===== src/rtl/axiline_pkg.sv =====
// Shared types and sizing helpers for the Axiline training datapath.
package axiline_pkg;

  typedef enum logic [1:0] {
    ST_ACC   = 2'd0,
    ST_DRAIN = 2'd1,
    ST_DONE  = 2'd2
  } acc_state_e;

  function automatic int unsigned clog2(input int unsigned value);
    int unsigned res;
    int unsigned rem;
    res = 0;
    rem = (value > 0) ? value - 1 : 0;
    while (rem != 0) begin
      res = res + 1;
      rem = rem >> 1;
    end
    return res;
  endfunction

  // Worst-case dot-product width: product width plus growth from summing every element.
  function automatic int unsigned calc_acc_width(input int unsigned bitwidth,
                                                 input int unsigned num_lanes,
                                                 input int unsigned num_chunks);
    return 2 * bitwidth + clog2(num_lanes * num_chunks);
  endfunction

endpackage


===== src/rtl/mult_adder_tree.sv =====
// Lane-wise signed multipliers (S1) feeding a registered reduction sum (S2).
// Valid, first and last flags travel alongside the data through both stages.
module mult_adder_tree
  import axiline_pkg::*;
#(
  parameter int unsigned bitwidth  = 8,
  parameter int unsigned num_lanes = 4,
  localparam int unsigned prod_width = 2 * bitwidth,
  localparam int unsigned sum_width  = 2 * bitwidth + clog2(num_lanes)
) (
  input  logic                           clk,
  input  logic                           rst,
  input  logic                           in_valid,
  input  logic                           in_first,
  input  logic                           in_last,
  input  logic [num_lanes*bitwidth-1:0]  in_x,
  input  logic [num_lanes*bitwidth-1:0]  in_w,
  output logic                           sum_valid,
  output logic                           sum_first,
  output logic                           sum_last,
  output logic [sum_width-1:0]           sum
);

  logic signed [prod_width-1:0] prod_d [num_lanes];
  logic signed [prod_width-1:0] prod_q [num_lanes];
  logic                         s1_valid_d, s1_valid_q;
  logic                         s1_first_d, s1_first_q;
  logic                         s1_last_d,  s1_last_q;
  logic signed [sum_width-1:0]  sum_d, sum_q;
  logic                         s2_valid_d, s2_valid_q;
  logic                         s2_first_d, s2_first_q;
  logic                         s2_last_d,  s2_last_q;
  logic signed [sum_width-1:0]  tree_sum;

  // Products only load on a valid beat so idle lanes do not toggle.
  always_comb begin
    s1_valid_d = in_valid;
    s1_first_d = in_first;
    s1_last_d  = in_last;
    for (int i = 0; i < int'(num_lanes); i++) begin
      prod_d[i] = prod_q[i];
      if (in_valid) begin
        prod_d[i] = prod_width'($signed(in_x[i*bitwidth +: bitwidth])) *
                    prod_width'($signed(in_w[i*bitwidth +: bitwidth]));
      end
    end
  end

  // Reduction of sign-extended products; synthesis balances this into a tree.
  always_comb begin
    tree_sum = '0;
    for (int i = 0; i < int'(num_lanes); i++) begin
      tree_sum = tree_sum + sum_width'(prod_q[i]);
    end
    s2_valid_d = s1_valid_q;
    s2_first_d = s1_first_q;
    s2_last_d  = s1_last_q;
    sum_d      = s1_valid_q ? tree_sum : sum_q;
  end

  always_ff @(posedge clk) begin
    if (!rst) begin
      s1_valid_q <= 1'b0;
      s1_first_q <= 1'b0;
      s1_last_q  <= 1'b0;
      s2_valid_q <= 1'b0;
      s2_first_q <= 1'b0;
      s2_last_q  <= 1'b0;
      sum_q      <= '0;
      for (int i = 0; i < int'(num_lanes); i++) begin
        prod_q[i] <= '0;
      end
    end else begin
      s1_valid_q <= s1_valid_d;
      s1_first_q <= s1_first_d;
      s1_last_q  <= s1_last_d;
      s2_valid_q <= s2_valid_d;
      s2_first_q <= s2_first_d;
      s2_last_q  <= s2_last_d;
      sum_q      <= sum_d;
      for (int i = 0; i < int'(num_lanes); i++) begin
        prod_q[i] <= prod_d[i];
      end
    end
  end

  assign sum_valid = s2_valid_q;
  assign sum_first = s2_first_q;
  assign sum_last  = s2_last_q;
  assign sum       = sum_q;

endmodule


===== src/rtl/inner_product_acc.sv =====
// Streaming signed inner-product accumulator: beats flow through the multiply/reduce
// pipeline, accumulate across a vector, and the result is offered over valid/ready.
module inner_product_acc
  import axiline_pkg::*;
#(
  parameter int unsigned bitwidth   = 8,
  parameter int unsigned num_lanes  = 4,
  parameter int unsigned num_chunks = 4,
  localparam int unsigned acc_width = calc_acc_width(bitwidth, num_lanes, num_chunks)
) (
  input  logic                          clk,
  input  logic                          rst,
  input  logic                          in_valid,
  output logic                          in_ready,
  input  logic [num_lanes*bitwidth-1:0] in_x,
  input  logic [num_lanes*bitwidth-1:0] in_w,
  output logic                          out_valid,
  input  logic                          out_ready,
  output logic [acc_width-1:0]          out_data
);

  localparam int unsigned sum_width = 2 * bitwidth + clog2(num_lanes);
  localparam int unsigned cnt_width = (clog2(num_chunks) > 0) ? clog2(num_chunks) : 1;
  localparam logic [cnt_width-1:0] last_beat = cnt_width'(num_chunks - 1);

  acc_state_e                  state_d, state_q;
  logic [cnt_width-1:0]        cnt_d, cnt_q;
  logic signed [acc_width-1:0] acc_d, acc_q;
  logic                        s3_valid_d, s3_valid_q;
  logic                        s3_last_d,  s3_last_q;
  logic                        in_ready_d, in_ready_q;
  logic                        out_valid_d, out_valid_q;

  logic                        accept_c;
  logic                        beat_first_c;
  logic                        beat_last_c;
  logic                        sum_valid;
  logic                        sum_first;
  logic                        sum_last;
  logic [sum_width-1:0]        sum;
  logic signed [acc_width-1:0] sum_ext;

  assign accept_c     = in_valid && in_ready_q;
  assign beat_first_c = (cnt_q == '0);
  assign beat_last_c  = (cnt_q == last_beat);
  assign sum_ext      = acc_width'($signed(sum));

  mult_adder_tree #(
    .bitwidth  (bitwidth),
    .num_lanes (num_lanes)
  ) u_mult_adder_tree (
    .clk       (clk),
    .rst       (rst),
    .in_valid  (accept_c),
    .in_first  (beat_first_c),
    .in_last   (beat_last_c),
    .in_x      (in_x),
    .in_w      (in_w),
    .sum_valid (sum_valid),
    .sum_first (sum_first),
    .sum_last  (sum_last),
    .sum       (sum)
  );

  // Beat counter, S3 accumulate and vector-level FSM.
  always_comb begin
    state_d    = state_q;
    cnt_d      = cnt_q;
    acc_d      = acc_q;
    s3_valid_d = sum_valid;
    s3_last_d  = sum_valid && sum_last;

    if (accept_c) begin
      cnt_d = beat_last_c ? '0 : cnt_q + cnt_width'(1);
    end

    if (sum_valid) begin
      acc_d = sum_first ? sum_ext : acc_q + sum_ext;
    end

    case (state_q)
      ST_ACC: begin
        if (accept_c && beat_last_c) state_d = ST_DRAIN;
      end
      // acc_q already holds the final sum once the last beat's S3 flag is seen.
      ST_DRAIN: begin
        if (s3_valid_q && s3_last_q) state_d = ST_DONE;
      end
      ST_DONE: begin
        if (out_valid_q && out_ready) state_d = ST_ACC;
      end
      default: state_d = ST_ACC;
    endcase

    in_ready_d  = (state_d == ST_ACC);
    out_valid_d = (state_d == ST_DONE);
  end

  always_ff @(posedge clk) begin
    if (!rst) begin
      state_q     <= ST_ACC;
      cnt_q       <= '0;
      acc_q       <= '0;
      s3_valid_q  <= 1'b0;
      s3_last_q   <= 1'b0;
      in_ready_q  <= 1'b0;
      out_valid_q <= 1'b0;
    end else begin
      state_q     <= state_d;
      cnt_q       <= cnt_d;
      acc_q       <= acc_d;
      s3_valid_q  <= s3_valid_d;
      s3_last_q   <= s3_last_d;
      in_ready_q  <= in_ready_d;
      out_valid_q <= out_valid_d;
    end
  end

  assign in_ready  = in_ready_q;
  assign out_valid = out_valid_q;
  assign out_data  = acc_q;

endmodule


===== config.mk =====
export PLATFORM = sky130hd
export DESIGN_NAME = inner_product_acc
export DESIGN_NICKNAME = d
export VERILOG_FILES = /design/src/rtl/axiline_pkg.sv /design/src/rtl/mult_adder_tree.sv /design/src/rtl/inner_product_acc.sv
export SDC_FILE = /design/constraint.sdc
export NUM_CORES = 1
export LEC_CHECK = 0
export CAP_MARGIN = 20
export CORE_AREA = 2 2 128 223
export CTS_CLUSTER_DIAMETER = 100
export DETAILED_ROUTE_END_ITERATION = 8
export DIE_AREA = 0 0 130 225
export GPL_TIMING_DRIVEN = 0
export PLACE_DENSITY = 0.89
export SLEW_MARGIN = 20
export SYNTH_ARGS = -nofsm -noshare
export SYNTH_HDL_FRONTEND = slang
export SYNTH_HIERARCHICAL = 1
export SYNTH_SLANG_ARGS = --single-unit

===== constraint.sdc =====
create_clock -name clk -period 13.15 [get_ports clk]
set_input_delay 2.63 -clock clk [delete_from_list [all_inputs] [get_ports clk]]
set_output_delay 2.63 -clock clk [all_outputs]
set_load 0.005 [all_outputs]

==> qor.csv, run 1 <==
stage,metric,value,unit
outcome,status,completed,
synth,synth_cells,1792,
final_layout,nFillCells,2094,
job,cap_viol_max_count,0,
setup_path,worst_path_max_delay_cell,clkdlybuf4s50_1,
synth,synth_xor_area_share,4.53,%
synth,synth_top_area_cell,fa_1,
synth,yosys_register_bits,116,
timing,tightest_slew,0.771,ns
timing,max_slew_margin,48.6,%
floorplan,start_util,59.4,%
route,totalWireLength,38500,um
synth,synth_top_family_by_area,adder cells,
cts,cts_hold_buf,0,
placement,io_buffers,89,
synth,synth.area.top_cells,"fa_1, dfxtp_1, ha_1, inv_1, and2_1",
route,ant_nets,0,
pwr,peakVddDrop,0.121,mV
floorplan,die_y,225,um
cts,clk_pin_slew,0.06,ns
timing,slew_violations,0,
timing,setup_tns,0,ns
cts,cts.sinks,116,
placement,dp_hpwl,31900,um
placement,gp_congestion,0.923,
final_layout,n_antenna_cell,0,
cts,numCtsBuffers,17,
setup_path,cp_data_required_time,13.44,ns
cts,cts_resized,0,
synth,synth_edf_count,0,
cts,cts_tree,yes,
floorplan,die_w,130,um
setup_path,path_cells,clkdlybuf4s50_1 > and2_1 > fa_1 > inv_1 > fa_1 > inv_1 > fa_1 > inv_1 > fa_1 > inv_1 > ha_1 > nand2_1 > o21bai_1 > a31oi_1 > o21ai_1 > nand2b_1 > xnor2_1 > o21ai_1,
setup_path,cpPeakStageDelay,0.58,ns
route,drt_iter0_drc,547,
final_layout,area_growth,12.0,%
synth,synth_common_cells,"inv_1, fa_1, and2_1",
setup_path,critPathCaptureType,register,
route,vias_per_cell,5.56,
synth,synth_area,16200,sq um
timing,fin_crit_sh,52.6,%
global_routing,overflow,0,
min_path,hold_class,reg2reg,
cts,htreeDepth,4,
route,routedWlPerCell,16.9,um
cts,clock_latency,0.43,ns
timing,fin_crit,6.92,ns
timing,fin_skew,0.0106,ns
timing,setup_viol,0,
pwr,power_density,180,nW/um^2
synth,post-synth-top-count-cell,inv_1,
final_layout,final_nets,2376,
route,via_count,12700,
cts,clockBufferDepth,2,
synth,yosysUniqueCellTypes,59,
route,dr.pass1.iters,5,
timing,fmax,144,MHz
synth,syn_area_per_cell,9.06,sq um
setup_path,r2r_setup_slack,9.61,ns
cts,cts_setup_buffers,0,
pwr,p_leak,0.00864,uW
final_layout,utilization,66.6,%
synth,synthMuxAreaShare,3.27,%
final_layout,drive_above_1_share,2.61,%
synth,synth-compound-area-share,9.68,%
setup_path,crit_arrival,7.22,ns
global_routing,antenna_found_initial,0,
global_routing,grtUsageTotal,28.0,%
synth,synthesis.nets,2268,
setup_path,crit_fanout,8,
synth,synth_ff_type,dfxtp_1,
cts,cts_root_buffer,clkbuf_16,
timing,hold_viol,0,
floorplan,core,27300,sq um
setup_path,critPathKind,in2reg,
synth,synthArstFlopShare,0,%
global_routing,grt_pass1_wl,64900,um
global_routing,grt_pass1_vias,14100,
synth,synth-simple-area-share,16.3,%
synth,yosysWarningCount,6,
timing,rsz0062_at_grt,false,
synth,yosysTopAreaCellShare,31.3,%
route,drc,0,
floorplan,num_rows,80,
synth,seq_area_frac_synth,14.3,%
floorplan,die-area,29300,sq um
global_routing,grt_max_degree,17,
floorplan,io_pins,90,
setup_path,cp-start-kind,input port,
synth,synthAdderAreaFrac,43.2,%
[metal layers]
layer	vias to the layer above	routed length, um	GRT usage, %
met5	-	0	0
met4	0	2490	16.9
met3	159	1190	3.35
met2	375	21700	53.9
met1	6280	13100	27.7
li1	5880	-	-
[logic make-up (layout without fill, tap and decap cells)]
group / Yosys count / in the layout
AO/OA/AOI/OAI: 248 / 248
XOR/XNOR: 84 / 84
adder cells (fa/ha/maj): 408 / 408
buffers and inverters: 369 / 490
flip-flops: 116 / 116
multiplexers: 52 / 52
AND/OR/NAND/NOR: 515 / 515
[registers in the layout, summed over array words and instances (netlist names)]
name,count
u_mult_adder_tree/sum_valid,1
out_valid,1
out_data,20
cnt_q,2
u_mult_adder_tree/prod_q,64
u_mult_adder_tree/sum_first,1
u_mult_adder_tree/s1_first_q,1
s3_valid_q,1
in_ready,1
s3_last_q,1
u_mult_adder_tree/sum,18
u_mult_adder_tree/s1_valid_q,1
u_mult_adder_tree/s1_last_q,1
u_mult_adder_tree/sum_last,1
state_q,2
[critical path: cells and delay by family]
kind                       cells  cell delay [ns]
adders and majority gates      5             2.31
and+or+nand+nor                3             0.52
buffers and inverters          5             0.79
xor gates and xnor gates       1             0.37
AOI/OAI and AO/OA              4             0.60
[path summary, 6_finish.rpt]
kind	from	cells past startpoint	to
worst min register to register	u_mult_adder_tree/s1_last_q	1	u_mult_adder_tree/sum_last
worst max register to register	u_mult_adder_tree/prod_q[1][1]	12	u_mult_adder_tree/sum[15]
worst max-delay path	in_x[5]	18	u_mult_adder_tree/prod_q[0][12]
worst min-delay path	u_mult_adder_tree/s1_last_q	1	u_mult_adder_tree/sum_last
[through the flow]
stage | std cells | power (uW) | worst slack, ns | cell area [sq um] | hold slack (ns)
after floorplan | 1792 | 2190 | 6.90 | 16200 | 0.412
after global placement | 2250 | 2650 | 6.01 | 17600 | 0.417
after detailed placement | 2250 | 2760 | 5.88 | 17600 | 0.428
after CTS | 2282 | 3260 | 6.27 | 18200 | 0.435
after global routing | 2282 | 3570 | 6.02 | 18200 | 0.453
final | 2282 | 3270 | 6.23 | 18200 | 0.429
[where the power goes]
group	total [uW]	switching (uW)	internal (uW)	leakage, uW
sequential	510	82.0	428	0.000946
combinational	2290	1300	989	0.00741
clock	469	185	284	0.000293
total	3270	1570	1700	0.00864
[final cells by class]
type	instances	area [sq um]	area share (%)
flip-flops and latches	116	2320	12.8
multi-input cells	1307	12500	68.8
clock buffers	17	425	2.34
repair buffers	89	891	4.90
inverters	337	1260	6.95
plain buffers	32	149	0.819
well taps	369	462	2.54
clock inverters	15	170	0.935
[cells in the final DEF (no fill, tap or decap), types with 21 or more instances in the layout]
cell type / count
nor2b_1: 39
nor2_1: 98
and2_1: 176
inv_1: 337
a21o_1: 21
a21oi_1: 73
xnor2_1: 66
mux2i_1: 47
dfxtp_1: 116
ha_1: 154
o21ai_1: 28
o21ai_0: 39
fa_1: 254
clkdlybuf4s50_1: 89
nand2_1: 123
nand2b_1: 24
clkbuf_1: 21
Power figures use the tool's default switching activity.
==> inputs of run 2 (changes only) <==
- CORE_AREA: 2 2 128 223 -> 2 2 131 229
- DIE_AREA: 0 0 130 225 -> 0 0 133 231
- clock period: 13.15 -> 6.2 ns (I/O delays scaled with it)
==> qor.csv, run 2 (synthesis results as in run 1) <==
stage,metric,value,unit,change
outcome,status,completed,,unchanged
route,totalWireLength,39300,um,"was 38,500 um"
setup_path,rr_startpoint,u_mult_adder_tree/prod_q[1][1],,unchanged
route,drc,0,,unchanged
min_path,hold_class,reg2reg,,unchanged
timing,max_slew_margin,47.2,%,was 48.6%
timing,setup_slack,0.434,ns,was 6.23 ns
timing,hold_viol,0,,unchanged
cts,clk_pin_slew,0.06,ns,about the same
cts,clockBufferDepth,2,,unchanged
setup_path,critPathKind,in2reg,,unchanged
timing,fin_crit_sh,93.0,%,
pwr,p_int,3690,uW,was 1700 uW
cts,cts_resized,0,,unchanged
placement,gp_congestion,0.934,,was 0.923
floorplan,num_rows,83,,was 80
route,drt_iter0_drc,562,,was 547
global_routing,grt_pass1_vias,14300,,"was 14,100"
cts,cts.sinks,116,,unchanged
setup_path,crit_end,u_mult_adder_tree/prod_q[0][15],,was u_mult_adder_tree/prod_q[0][12]
placement,io_buffers,89,,unchanged
global_routing,overflow,0,,unchanged
pwr,power.switching,3290,uW,was 1570 uW
job,cap_viol_max_count,0,,unchanged
route,dr.pass1.iters,5,,unchanged
final_layout,layout_common_cells,"inv_1, fa_1, and2_1",,unchanged
setup_path,r2r_setup_slack,2.64,ns,was 9.61 ns
global_routing,grtUsageTotal,26.5,%,was 28.0%
route,via_count,12900,,"was 12,700"
timing,fin_crit,5.77,ns,
route,vias_per_cell,5.61,,was 5.56
pwr,p_total,6980,uW,was 3270 uW
setup_path,cp_num_buf_inv,4,,was 5
setup_path,crit_top_cell,fa_1,,
placement,dp_slack,0.221,ns,was 5.88 ns
setup_path,cp-start-kind,input port,,unchanged
pwr,p_comb_share,69.7,%,was 70.1%
timing,tightest_slew,0.792,ns,was 0.771 ns
final_layout,largest_register_ff_count,64,,unchanged
setup_path,critPathCaptureType,register,,unchanged
pwr,sw_frac_of_total,47.2,%,was 48.0%
setup_path,rr_worst_depth,12,,unchanged
setup_path,cpPeakStageDelay,0.65,ns,was 0.58 ns
route,routedWlPerCell,17.1,um,was 16.9 um
setup_path,cp_top_family,adder cells,,unchanged
global_routing,antenna_found_initial,0,,unchanged
timing,setup_viol,0,,unchanged
setup_path,cp-startpoint,in_w[2],,was in_x[5]
cts,htreeDepth,4,,unchanged
final_layout,top_register,u_mult_adder_tree/prod_q,,unchanged
setup_path,worstReg2RegEnd,u_mult_adder_tree/sum[15],,unchanged
pwr,power_density,383,nW/um^2,was 180 nW/um^2
floorplan,die-area,30700,sq um,"was 29,300 sq um"
final_layout,n_antenna_cell,0,,unchanged
cts,clock_latency,0.42,ns,was 0.43 ns
timing,slew_violations,0,,unchanged
pwr,p_seq_share,15.4,%,was 15.6%
pwr,peakVddDrop,0.313,mV,was 0.121 mV
pwr,p_leak,0.00864,uW,about the same
final_layout,drive_above_1_share,2.51,%,was 2.61%
setup_path,path_cells,clkdlybuf4s50_1 > nand2_1 > fa_1 > inv_1 > fa_1 > fa_1 > inv_1 > fa_1 > inv_1 > ha_1 > a21oi_1 > o21ai_1 > o2111ai_1 > a21oi_1 > xnor2_1 > o21ai_1,,was clkdlybuf4s50_1 > and2_1 > fa_1 > inv_1 > fa_1 > inv_1 > fa_1 > inv_1 > fa_1 > inv_1 > ha_1 > nand2_1 > o21bai_1 > a31oi_1 > o21ai_1 > nand2b_1 > xnor2_1 > o21ai_1
final_layout,layout_commonest_cell,inv_1,,unchanged
timing,worst_hold_slack,0.451,ns,was 0.429 ns
floorplan,die_w,133,um,was 130 um
global_routing,grt_pass1_wl,65500,um,"was 64,900 um"
cts,cts_setup_buffers,0,,unchanged
cts,cts_tree,yes,,unchanged
global_routing,grt_max_degree,17,,unchanged
timing,rsz0062_at_grt,false,,unchanged
setup_path,crit_arrival,6.04,ns,was 7.22 ns
floorplan,start_util,56.1,%,was 59.4%
floorplan,die_y,231,um,was 225 um
timing,setup_tns,0,ns,unchanged
setup_path,crit_fanout,8,,unchanged
min_path,hold_depth,1,,unchanged
final_layout,area_growth,12.3,%,was 12.0%
setup_path,cp_data_required_time,6.48,ns,was 13.44 ns
final_layout,final_nets,2376,,unchanged
setup_path,worst_path_max_delay_cell,clkdlybuf4s50_1,,unchanged
cts,cts_hold_buf,0,,unchanged
placement,dp_hpwl,31600,um,"was 31,900 um"
timing,fin_skew,0.0113,ns,was 0.0106 ns
setup_path,worst-path-stages,16,,was 18
pwr,p_clk_share,14.9,%,was 14.3%
cts,cts_root_buffer,clkbuf_16,,unchanged
timing,fmax,173,MHz,
route,ant_nets,0,,unchanged
floorplan,core,29000,sq um,"was 27,300 sq um"
cts,numCtsBuffers,17,,unchanged
floorplan,io_pins,90,,unchanged
==> run 2: final cells by class <==
class / count / area [sq um]
clock inverters: 12 / 180
inverters: 337 / 1260
clock buffers: 20 / 447
plain buffers: 32 / 149
fillers: 2215 / 10700
flip-flops and latches: 116 / 2320
multi-input cells: 1307 / 12500
well taps: 382 / 478
repair buffers: 89 / 891
==> run 2: per-layer routing <==
layer  share of wire, %  vias up  track usage, %
li1                   -     5893               -
met1                 34     6342            25.5
met2                 57      465            52.2
met3                3.9      172            3.60
met4                5.9        0            15.8
met5                  0        -               0
==> run 2: power by group through the flow <==
stage | registers, uW | clock network [uW] | logic, uW
finish | 1080 | 1040 | 4860
global route | 1090 | 1080 | 5440
CTS | 1070 | 1040 | 4820
detailed placement | 1080 | 0 | 4760
global placement | 1080 | 0 | 4520
floorplan | 1030 | 0 | 3620
==> run 2: worst reg2reg max path, stage by stage, from the launching register on <==
cell and delay [ns]:
dfxtp_1 0.46, fa_1 0.50, fa_1 0.51, ha_1 0.16
inv_1 0.06, fa_1 0.44, nor2b_1 0.22, o2111ai_1 0.17
nand3_1 0.17, a21oi_1 0.13, o31ai_1 0.29, xnor2_1 0.18
o22ai_1 0.12
==> run 2: worst min path at each step <==
stage                                             from                          end  slack, ns
after global routing       u_mult_adder_tree/s1_last_q   u_mult_adder_tree/sum_last       0.45
after global placement     u_mult_adder_tree/s1_last_q   u_mult_adder_tree/sum_last       0.42
after CTS                  u_mult_adder_tree/s1_last_q   u_mult_adder_tree/sum_last       0.44
after detailed placement   u_mult_adder_tree/s1_last_q   u_mult_adder_tree/sum_last       0.43
after floorplan           u_mult_adder_tree/s1_first_q  u_mult_adder_tree/sum_first       0.41
final                     u_mult_adder_tree/s1_first_q  u_mult_adder_tree/sum_first       0.45
==> run 2: stage by stage <==
step / instance area, sq um / instances / utilization [%]
2_1_floorplan: 16200 / 1792 / -
3_3_place_gp: 17600 / 2263 / 60.8
3_5_place_dp: 17600 / 2263 / 60.8
4_1_cts: 18200 / 2295 / 62.9
5_1_grt: 18200 / 2295 / 62.9
6_report: 18200 / 2295 / 62.9
==> inputs of run 3 (changes only) <==
- CORE_AREA: 2 2 131 229 -> 2 2 128 223
- DIE_AREA: 0 0 133 231 -> 0 0 130 225
- clock period: 6.2 -> 6 ns (I/O delays scaled with it)
==> results of run 3 <==
The final DEF is identical to that of run 1. Status: completed.
Among the figures that moved: setup slack after placement 5.88 ns -> 0.164 ns; setup slack after layout 6.23 ns -> 0.508 ns; register-to-register setup slack 9.61 ns -> 2.46 ns; total power 3270 uW -> 7170 uW; worst IR drop on VDD 0.121 mV -> 0.266 mV
